## src/rtl/irq_controller_pkg.sv

```systemverilog
// Shared definitions for the interrupt controller: source count, mcause encoding
// and the service FSM state type.
package irq_controller_pkg;

  localparam int          IRQ_NUM         = 16;
  localparam int          IRQ_IDX_W       = 4;
  localparam logic [31:0] MCAUSE_IRQ_BASE = 32'h8000_0010;

  typedef enum logic [1:0] {
    IDLE = 2'd0,
    PEND = 2'd1,
    SERV = 2'd2,
    FIN  = 2'd3
  } irq_state_e;

  function automatic logic [31:0] mcause_of(input logic [IRQ_IDX_W-1:0] idx);
    return MCAUSE_IRQ_BASE + {{(32-IRQ_IDX_W){1'b0}}, idx};
  endfunction

  function automatic logic [IRQ_NUM-1:0] onehot_of(input logic [IRQ_IDX_W-1:0] idx);
    return IRQ_NUM'(1) << idx;
  endfunction

endpackage

```

## src/rtl/irq_controller_if.sv

```systemverilog
// Request/ack/completion bundle between interrupt sources, the CSR file and the
// decoder on one side (master) and the interrupt controller (slave).
interface irq_controller_if;
  import irq_controller_pkg::*;

  logic [IRQ_NUM-1:0] int_req_i;
  logic [IRQ_NUM-1:0] mie_i;
  logic               int_ack_i;
  logic               int_rst_i;
  logic               int_o;
  logic [31:0]        mcause_o;
  logic [IRQ_NUM-1:0] int_fin_o;

  modport slave (
    input  int_req_i, mie_i, int_ack_i, int_rst_i,
    output int_o, mcause_o, int_fin_o
  );

  modport master (
    output int_req_i, mie_i, int_ack_i, int_rst_i,
    input  int_o, mcause_o, int_fin_o
  );

endinterface

```

## src/rtl/irq_arbiter.sv

```systemverilog
// Combinational interrupt arbiter. Fixed lowest-index priority by default;
// round-robin starting at ptr_i when IRQ_ROUND_ROBIN_EN is defined.
module irq_arbiter
  import irq_controller_pkg::*;
(
  input  logic [IRQ_NUM-1:0]   elig_i,
  input  logic [IRQ_IDX_W-1:0] ptr_i,
  output logic [IRQ_NUM-1:0]   grant_o,
  output logic [IRQ_IDX_W-1:0] idx_o,
  output logic                 valid_o
);

  // Scan from the far end toward the preferred start so the last hit wins.
  always_comb begin
    idx_o = '0;
`ifdef IRQ_ROUND_ROBIN_EN
    for (int k = IRQ_NUM - 1; k >= 0; k--) begin
      if (elig_i[ptr_i + IRQ_IDX_W'(k)]) begin
        idx_o = ptr_i + IRQ_IDX_W'(k);
      end
    end
`else
    for (int k = IRQ_NUM - 1; k >= 0; k--) begin
      if (elig_i[k]) begin
        idx_o = IRQ_IDX_W'(k);
      end
    end
`endif
  end

`ifndef IRQ_ROUND_ROBIN_EN
  logic unused_ptr;
  assign unused_ptr = ^ptr_i;
`endif

  assign valid_o = |elig_i;
  assign grant_o = valid_o ? onehot_of(idx_o) : '0;

endmodule

```

## src/rtl/irq_controller.sv

```systemverilog
// Interrupt controller: arbitrates enabled level requests, presents one to the core
// and tracks it through ack/mret to a completion pulse. IRQ_ROUND_ROBIN_EN selects round-robin.
module irq_controller
  import irq_controller_pkg::*;
(
  input  logic              clk_i,
  input  logic              rst_n_i,
  irq_controller_if.slave   bus
);

  irq_state_e           state_q, state_d;
  logic [IRQ_IDX_W-1:0] idx_q, idx_d;
  logic [31:0]          mcause_q, mcause_d;
  logic [IRQ_IDX_W-1:0] ptr;

  logic [IRQ_NUM-1:0]   elig;
  logic [IRQ_NUM-1:0]   arb_grant_unused;
  logic [IRQ_IDX_W-1:0] arb_idx;
  logic                 arb_valid;

  assign elig = bus.int_req_i & bus.mie_i;

`ifdef IRQ_ROUND_ROBIN_EN
  logic [IRQ_IDX_W-1:0] ptr_q, ptr_d;
  assign ptr = ptr_q;
`else
  assign ptr = '0;
`endif

  irq_arbiter u_arb (
    .elig_i  (elig),
    .ptr_i   (ptr),
    .grant_o (arb_grant_unused),
    .idx_o   (arb_idx),
    .valid_o (arb_valid)
  );

  always_ff @(posedge clk_i or negedge rst_n_i) begin
    if (!rst_n_i) begin
      state_q  <= IDLE;
      idx_q    <= '0;
      mcause_q <= '0;
`ifdef IRQ_ROUND_ROBIN_EN
      ptr_q    <= '0;
`endif
    end else begin
      state_q  <= state_d;
      idx_q    <= idx_d;
      mcause_q <= mcause_d;
`ifdef IRQ_ROUND_ROBIN_EN
      ptr_q    <= ptr_d;
`endif
    end
  end

  // Winner index and cause are captured only on IDLE->PEND and held until FIN.
  always_comb begin
    state_d  = state_q;
    idx_d    = idx_q;
    mcause_d = mcause_q;
`ifdef IRQ_ROUND_ROBIN_EN
    ptr_d    = ptr_q;
`endif
    case (state_q)
      IDLE: begin
        if (arb_valid) begin
          state_d  = PEND;
          idx_d    = arb_idx;
          mcause_d = mcause_of(arb_idx);
`ifdef IRQ_ROUND_ROBIN_EN
          ptr_d    = arb_idx + IRQ_IDX_W'(1);
`endif
        end
      end
      PEND: begin
        if (bus.int_ack_i) state_d = SERV;
      end
      SERV: begin
        if (bus.int_rst_i) state_d = FIN;
      end
      FIN: begin
        state_d  = IDLE;
        mcause_d = '0;
      end
      default: begin
        state_d  = IDLE;
        mcause_d = '0;
      end
    endcase
  end

  assign bus.int_o     = (state_q == PEND);
  assign bus.mcause_o  = mcause_q;
  assign bus.int_fin_o = (state_q == FIN) ? onehot_of(idx_q) : '0;

endmodule
```

## src/flat_wrapper.sv

```systemverilog
// flat-port wrapper written by rule: the top's interface ports become plain ports
module irq_controller_flat import irq_controller_pkg::*;
  (clk_i, rst_n_i, bus_int_req_i, bus_mie_i, bus_int_ack_i, bus_int_rst_i, bus_int_o, bus_mcause_o, bus_int_fin_o);
  irq_controller_if bus_i ();
  input  logic clk_i;
  input  logic rst_n_i;
  input wire logic [$bits(bus_i.int_req_i)-1:0] bus_int_req_i;
  input wire logic [$bits(bus_i.mie_i)-1:0] bus_mie_i;
  input wire logic [$bits(bus_i.int_ack_i)-1:0] bus_int_ack_i;
  input wire logic [$bits(bus_i.int_rst_i)-1:0] bus_int_rst_i;
  output wire logic [$bits(bus_i.int_o)-1:0] bus_int_o;
  output wire logic [$bits(bus_i.mcause_o)-1:0] bus_mcause_o;
  output wire logic [$bits(bus_i.int_fin_o)-1:0] bus_int_fin_o;
  assign bus_i.int_req_i = bus_int_req_i;
  assign bus_i.mie_i = bus_mie_i;
  assign bus_i.int_ack_i = bus_int_ack_i;
  assign bus_i.int_rst_i = bus_int_rst_i;
  assign bus_int_o = bus_i.int_o;
  assign bus_mcause_o = bus_i.mcause_o;
  assign bus_int_fin_o = bus_i.int_fin_o;
  irq_controller u_core (.clk_i(clk_i), .rst_n_i(rst_n_i), .bus(bus_i));
endmodule
```

## config.mk

```make
export PLATFORM = sky130hd
export DESIGN_NAME = irq_controller_flat
export DESIGN_NICKNAME = d
export VERILOG_FILES = /design/src/rtl/irq_controller_pkg.sv /design/src/rtl/irq_controller_if.sv /design/src/rtl/irq_arbiter.sv /design/src/rtl/irq_controller.sv /design/src/flat_wrapper.sv
export SDC_FILE = /design/constraint.sdc
export NUM_CORES = 1
export LEC_CHECK = 0
export CAP_MARGIN = 40
export CORE_ASPECT_RATIO = 1.25
export CORE_MARGIN = 1
export CORE_UTILIZATION = 35
export CTS_CLUSTER_DIAMETER = 150
export DETAILED_ROUTE_END_ITERATION = 6
export PLACE_DENSITY = 0.8
export SLEW_MARGIN = 30
export SYNTH_ARGS = -nofsm -noshare
export SYNTH_HDL_FRONTEND = slang
export SYNTH_SLANG_ARGS = --single-unit
```

## constraint.sdc

```tcl
create_clock -name clk_i -period 2 [get_ports clk_i]
set_input_delay 0.4 -clock clk_i [delete_from_list [all_inputs] [get_ports clk_i]]
set_output_delay 0.4 -clock clk_i [all_outputs]
set_load 0.01 [all_outputs]
```

==> results of run 1 <==
==> Yosys cell counts, types with 3 or more instances <==
library cell,count
buf_4,27
nand2_1,13
dfrtp_1,11
nor3_1,10
a22o_1,7
inv_1,6
nor2_1,6
a21oi_1,5
a22oi_1,5
a31oi_1,5
clkbuf_1,5
ha_1,5
nand2b_1,4
nand3_1,3
nor3b_1,3
o21ai_0,3
==> logic make-up after synthesis <==
logic type | after synthesis | share of synthesized area [%]
compound gates | 42 | 26.6
fa+ha+maj | 5 | 5.11
buf+inv | 41 | 21.6
flops | 11 | 22.5
mux | 1 | 1.23
other cells | 1 | 0.306
simple gates | 49 | 22.7
==> through the flow <==
| step | TNS, ns | utilization [%] | setup WS (ns) | std cells |
|---|---|---|---|---|
| 2_1_floorplan | 0 | - | 0.149 | 175 |
| 3_3_place_gp | -0.135 | 59.7 | -0.0898 | 269 |
| 5_1_grt | -0.0285 | 60.6 | -0.0153 | 273 |
| 6_report | 0 | 60.6 | 0.0591 | 273 |
| 4_1_cts | 0 | 60.6 | 0.0214 | 273 |
| 3_5_place_dp | -0.255 | 59.7 | -0.150 | 269 |
==> sequential cells by signal, indices dropped and copies added (netlist names) <==
name and count:
u_core.idx_q 4, u_core.state_q 2, u_core.bus.mcause_o 5
==> worst max path at each step <==
stage                            from                      to  slack [ns]
finish              u_core.state_q[1]        bus_int_fin_o[3]        0.06
global route        u_core.state_q[1]        bus_int_fin_o[7]       -0.02
CTS                 u_core.state_q[1]               bus_int_o        0.02
detailed placement       bus_mie_i[3]  u_core.bus.mcause_o[1]       -0.15
global placement     bus_int_req_i[3]  u_core.bus.mcause_o[1]       -0.09
floorplan           u_core.state_q[0]        bus_int_fin_o[2]        0.15
==> timing repair <==
item	CTS	global route
resized for setup	18	15
cloned	0	0
setup endpoints to repair	16	12
==> worst max-delay path: stages (launching register included) <==
cell             delay (ns)
dfrtp_1                0.37
ha_2                   0.22
nand2b_1               0.13
buf_4                  0.19
nor3_1                 0.13
clkdlybuf4s15_1        0.26
==> cell type report <==
class,instances,area [um^2]
clock buffers,4,45.0
fillers,320,1290
inverters,6,22.5
multi-input cells,123,792
flip-flops and latches,11,277
well taps,37,46.3
repair buffers,92,805
==> routing by layer <==
layer	share of wire (%)	wire, um
met5	0	0
met4	0.38	13
met3	5.6	191
met2	54	1840
met1	40	1370
==> power by group through the flow <==
| stage | combinational, mW | sequential, mW | clock, mW |
|---|---|---|---|
| 2_1_floorplan | 0.656 | 0.409 | 0 |
| 3_3_place_gp | 1.01 | 0.453 | 0 |
| 3_5_place_dp | 1.04 | 0.458 | 0 |
| 4_1_cts | 1.03 | 0.458 | 0.222 |
| 5_1_grt | 1.15 | 0.487 | 0.233 |
| 6_report | 1.03 | 0.468 | 0.220 |
==> impl_results.md, run 1 <==
- Primary FF master, synth: dfrtp_1
- Max Root-Sink Buffers: 2
- Max VDD drop: between 0.001 and 0.0015 V
- Starting DRT DRC Count: 24
- Vias in the first global route: 1319
- Wirelength, routed: 3410 um
- CTS tree: done
- Worst-case reg-to-reg path depth: 5
- Max Freq: just over 500 MHz
- Synth cell types: 42
- Final worst path period share: 97.0%
- Slew margin rel.: 66.1%
- Fin area: 1990 um^2
- Busiest grt layer: met2
- Port Buffers: 58
- Mapped Cells: 150
- CTS Buf Count: 3
- Hold Path Class: primary input to asynchronous set/reset pin
- Final ANT Viol Nets: 0
- Routed length per instance: 12.5 um
- Flop2flop setup slack: 0.27 ns
- Final min period: 1.94 ns
- Layout cell share with drive strength beyond 1: 22.5%
- Max Cap Viol: 0
- Area grow syn2layout: 62.4%
- Crit Path Class: flip-flop to output pin
- # Post-CTS Setup Buffers: 0
- Worst R2R End: u_core.bus.mcause_o[1]
- Rows: 23
- Number of diodes: 0
- Combinational power share: 60.0%
- Initial cell density of the core: ~37%
- Internal power: 1.02 mW
- First-pass GRT wire length: 5560 um
- Via count: ~1400
- Synthesized flop and latch total: 11
- Nature of the critical path endpoint: output pin
- PD cells: 866 nW/um^2
- Post-synth ARST share: 100%
- Sw power: ~0.71 mW
- Avg Cell Area, Syn: 8.16 um^2
- Clock Tree Root: clkbuf_8
- Sw frac: 41.0%
- CTS Hold Bufs: 0
- YS warnings: 0
- Die width: about 55 um
- Leak pwr: between 0.9 and 1 nW
- Final setup fails: 0
- Worst-Margin Slew: 0.508 ns
- Total Routing Usage GR: between 20% and 30%
- Post-DP Area: 1960 um^2
- Commonest cells after routing, fill and taps aside: 41 x clkdlybuf4s50_1, 34 x buf_4, 26 x conb_1
- CP Max Fanout: 5
- CTS HTree Levels: 1
- Synth top area cells: dfrtp_1 22%, buf_4 17%, ha_1 5.1%, a22o_1 5.0%, nor3_1 4.1%
- 1st-pass router iterations: 4
- Drt via density: 4.95
- Seq pwr share: 27.2%
- Number of flops mapped to enable cells by yosys: 0
- Clk_lat worst skew: roughly 0.23 ns
- M3 GR Usage: under 10%
- Met1 Track Usage GR: 23.2%
- Yosys top cell by area: dfrtp_1
- Clock slew at reported path FFs: approximately 0.05 ns
- Core area: 3280 um^2
- Status: finished clean
- Worst hold slack: between 0.5 and 0.6 ns
- Arrival @ worst endpoint: ~1.5 ns
- Commonest non-fill, non-tap cell in the layout: clkdlybuf4s50_1
- Synthesized area: 1220 um^2
- Sequential element share of the synthesized area: 22.5%
- Final Power: ~1.7 mW
- Grt met2 use: between 30% and 40%
- Startpoint types: flip-flop
- Unrepaired setup endpoints after global routing: yes
- Post-route DRC: 0
- Post-DP HPWL: roughly 2900 um
- RD Place Congestion: 0.811
- Post-Route Skew: 0.00426 ns
- Pin count of the biggest net entering global routing: 20
- RR Startpoint: u_core.state_q[1]
- Die ar.: between 3000 and 4000 um^2
- Die span in y: 68.1 um
- I/O Pins: 85
- Critical Path RT: 1.60 ns
- Fin. max-slew vios: 0
- Sink Count: 11
- Total gr overflow: 0
- Clock network power share: 12.8%
- Initial antenna violation count: 0
- Top-area cell type share of the netlist area: 22.5%
- Fin. Hold Viols: 0
- Nets: approximately 280
Note: power is estimated with default switching activity, not from simulation.
==> inputs of run 2 (changes only) <==
- ABC_CLOCK_PERIOD_IN_PS: not set -> 2000
==> results of run 2 <==
The final DEF is identical to that of run 1; final timing and power are the same.
==> inputs of run 3 (changes only) <==
- CAP_MARGIN: 40 -> not set
- PLACE_DENSITY: 0.8 -> 0.85
==> impl_results.md, run 3 (synthesized netlist as in run 1, its figures left out) <==
- Status: finished clean
- Leak pwr: 0.931 nW (-0.46%)
- Dpl cells: 267 (-0.74%)
- Die span in y: 68.1 um (unchanged)
- Rows: 23 (unchanged)
- Worst R2R End: u_core.bus.mcause_o[1]
- Setup TNS Final: 0 ns (unchanged)
- Hold Path Class: primary input to asynchronous set/reset pin
- Final setup margin: 0.0810 ns (+0.0219 ns)
- Highest cell delay on the worst timing path: 0.36 ns (about the same)
- Final setup fails: 0 (unchanged)
- I/O Pins: 85 (unchanged)
- RR Startpoint: u_core.state_q[0]
- Crit Path Class: flip-flop to output pin
- Drt via density: 5.11 (+3.2%)
- Nets: 276 (-0.72%)
- RD Place Congestion: 0.842 (+3.9%)
- Fin. max-slew vios: 0 (unchanged)
- Initial cell density of the core: 37.3% (unchanged)
- Worst-case reg-to-reg path depth: 5 (unchanged)
- Clk_lat worst skew: 0.23 ns (about the same)
- Met1 Wirelength: 1260 um (-7.5%)
- CTS tree: done
- Unrepaired setup endpoints after global routing: no
- Die width: 54.9 um (unchanged)
- Metal3 WL: 204 um (+6.8%)
- Post-Route Skew: 0.00357 ns (-0.000690 ns)
- Arrival @ worst endpoint: 1.52 ns (-0.02 ns)
- Via count: 1385 (+2.4%)
- Max reg flops: 5 (unchanged)
- Final worst path period share: 95.9% (-1.1 points)
- CTS HTree Levels: 1 (unchanged)
- Starting DRT DRC Count: 55 (+130%)
- Port Buffers: 58 (unchanged)
- Commonest cells after routing, fill and taps aside: 41 x clkdlybuf4s50_1, 32 x buf_4, 26 x conb_1
- Flop2flop setup slack: 0.26 ns (about the same)
- Clock Tree Root: clkbuf_8
- Startpoint types: flip-flop
- Fin. Hold Viols: 0 (unchanged)
- Post-place setup slack: -0.116 ns (+0.0339 ns)
- Routed length per instance: 12.4 um (-0.39%)
- Post-DP HPWL: 2710 um (-5.8%)
- Final Power: 1.72 mW (about the same)
- Clock slew at reported path FFs: 0.05 ns (about the same)
- Die ar.: 3740 um^2 (unchanged)
- Fin util: 60.6% (about the same)
- Final non-filler cell total: 271 (-0.73%)
- First-pass GRT wire length: 5200 um (-6.6%)
- Area grow syn2layout: 62.5% (about the same)
- Post-route DRC: 0 (unchanged)
- Commonest non-fill, non-tap cell in the layout: clkdlybuf4s50_1
- Worst path cell trace: ha_2 > nand2_1 > buf_4 > nor3_1 > dlygate4sd2_1
- Pin count of the biggest net entering global routing: 20 (unchanged)
- Top Metal Used: met4
- CTS Buf Count: 3 (unchanged)
- CP startpoint: u_core.state_q[1]
- Initial antenna violation count: 0 (unchanged)
- Layout cell share with drive strength beyond 1: 23.1% (+0.62 points)
- Nature of the critical path endpoint: output pin
- Max Freq: 521 MHz (+1.1%)
- Final min period: 1.92 ns (-0.0219 ns)
- Vias in the first global route: 1249 (-5.3%)
- Routed length on met2: 1870 um (+1.5%)
- Max Cap Viol: 0 (unchanged)
- Core area: 3280 um^2 (unchanged)
- CP Max Fanout: 7 (+2)
- Crit path max-delay cell type: dfrtp_1
- Max VDD drop: 0.000900 V (-14%)
- Total Routing Usage GR: 18.7% (-1.6 points)
- Wirelength, routed: 3370 um (-1.1%)
- Critical Path RT: 1.60 ns (about the same)
- Max Root-Sink Buffers: 2 (unchanged)
- PD cells: 865 nW/um^2 (about the same)
- Final ANT Viol Nets: 0 (unchanged)
- 1st-pass router iterations: 4 (unchanged)
- Number of diodes: 0 (unchanged)
- Sink Count: 11 (unchanged)
- Total gr overflow: 0 (unchanged)
- Fill count: 310 (-3.1%)
[run 3: changes by cell type in the layout (fill, tap and decap cells not counted), sizes merged]
cell         change
buf              -2
clkbuf           -1
dlygate4sd1      +1
[run 3: metrics by stage]
step,cell area [um^2],hold slack [ns]
2_1_floorplan,1320,0.104
3_3_place_gp,1940,0.528
3_5_place_dp,1940,0.538
4_1_cts,1980,0.510
5_1_grt,1990,0.541
6_report,1990,0.495
[run 3: area by class of cell]
class                      instances  area, um^2  share of cell area [%]
clock buffer                       4        45.0                    2.27
tap                               37        46.3                    2.33
multi-input combinational        123         802                    40.3
sequential                        11         279                    14.0
timing repair buffer              90         793                    39.9
inverter                           6        22.5                    1.13
[run 3: power by group]
group	switching, mW	internal, mW	total, mW
Sequential	0.141	0.331	0.472
Combinational	0.485	0.546	1.03
Clock	0.0785	0.140	0.218
[run 3: worst max path at each step]
stage               cells after the start                endpoint  slack (ns)
global route                            5        bus_int_fin_o[9]       0.005
floorplan                               5        bus_int_fin_o[2]        0.15
global placement                        7  u_core.bus.mcause_o[1]       -0.08
finish                                  5        bus_int_fin_o[9]        0.08
detailed placement                      7  u_core.bus.mcause_o[1]       -0.12
CTS                                     4               bus_int_o        0.03
[run 3: per-layer routing]
metal,vias up,global-route usage (%)
li1,671,-
met1,648,19.6
met2,60,37.7
met3,6,2.67
met4,0,3.21
met5,-,0
[run 3: worst max-delay path, delay by kind of cell, from the launching register on]
kind                       cells  cell delay [ns]
adders and majority gates      1             0.21
and+or+nand+nor                2             0.27
DFF                            1             0.36
buffers and inverters          2             0.46
[run 3: timing repair]
action                                  in CTS  in global routing
endpoints found under the setup margin      16                  9
buffers inserted                             0                  0
pin swaps                                    0                  0
gates resized for setup                     21                 17
hold buffers                                 0                  0
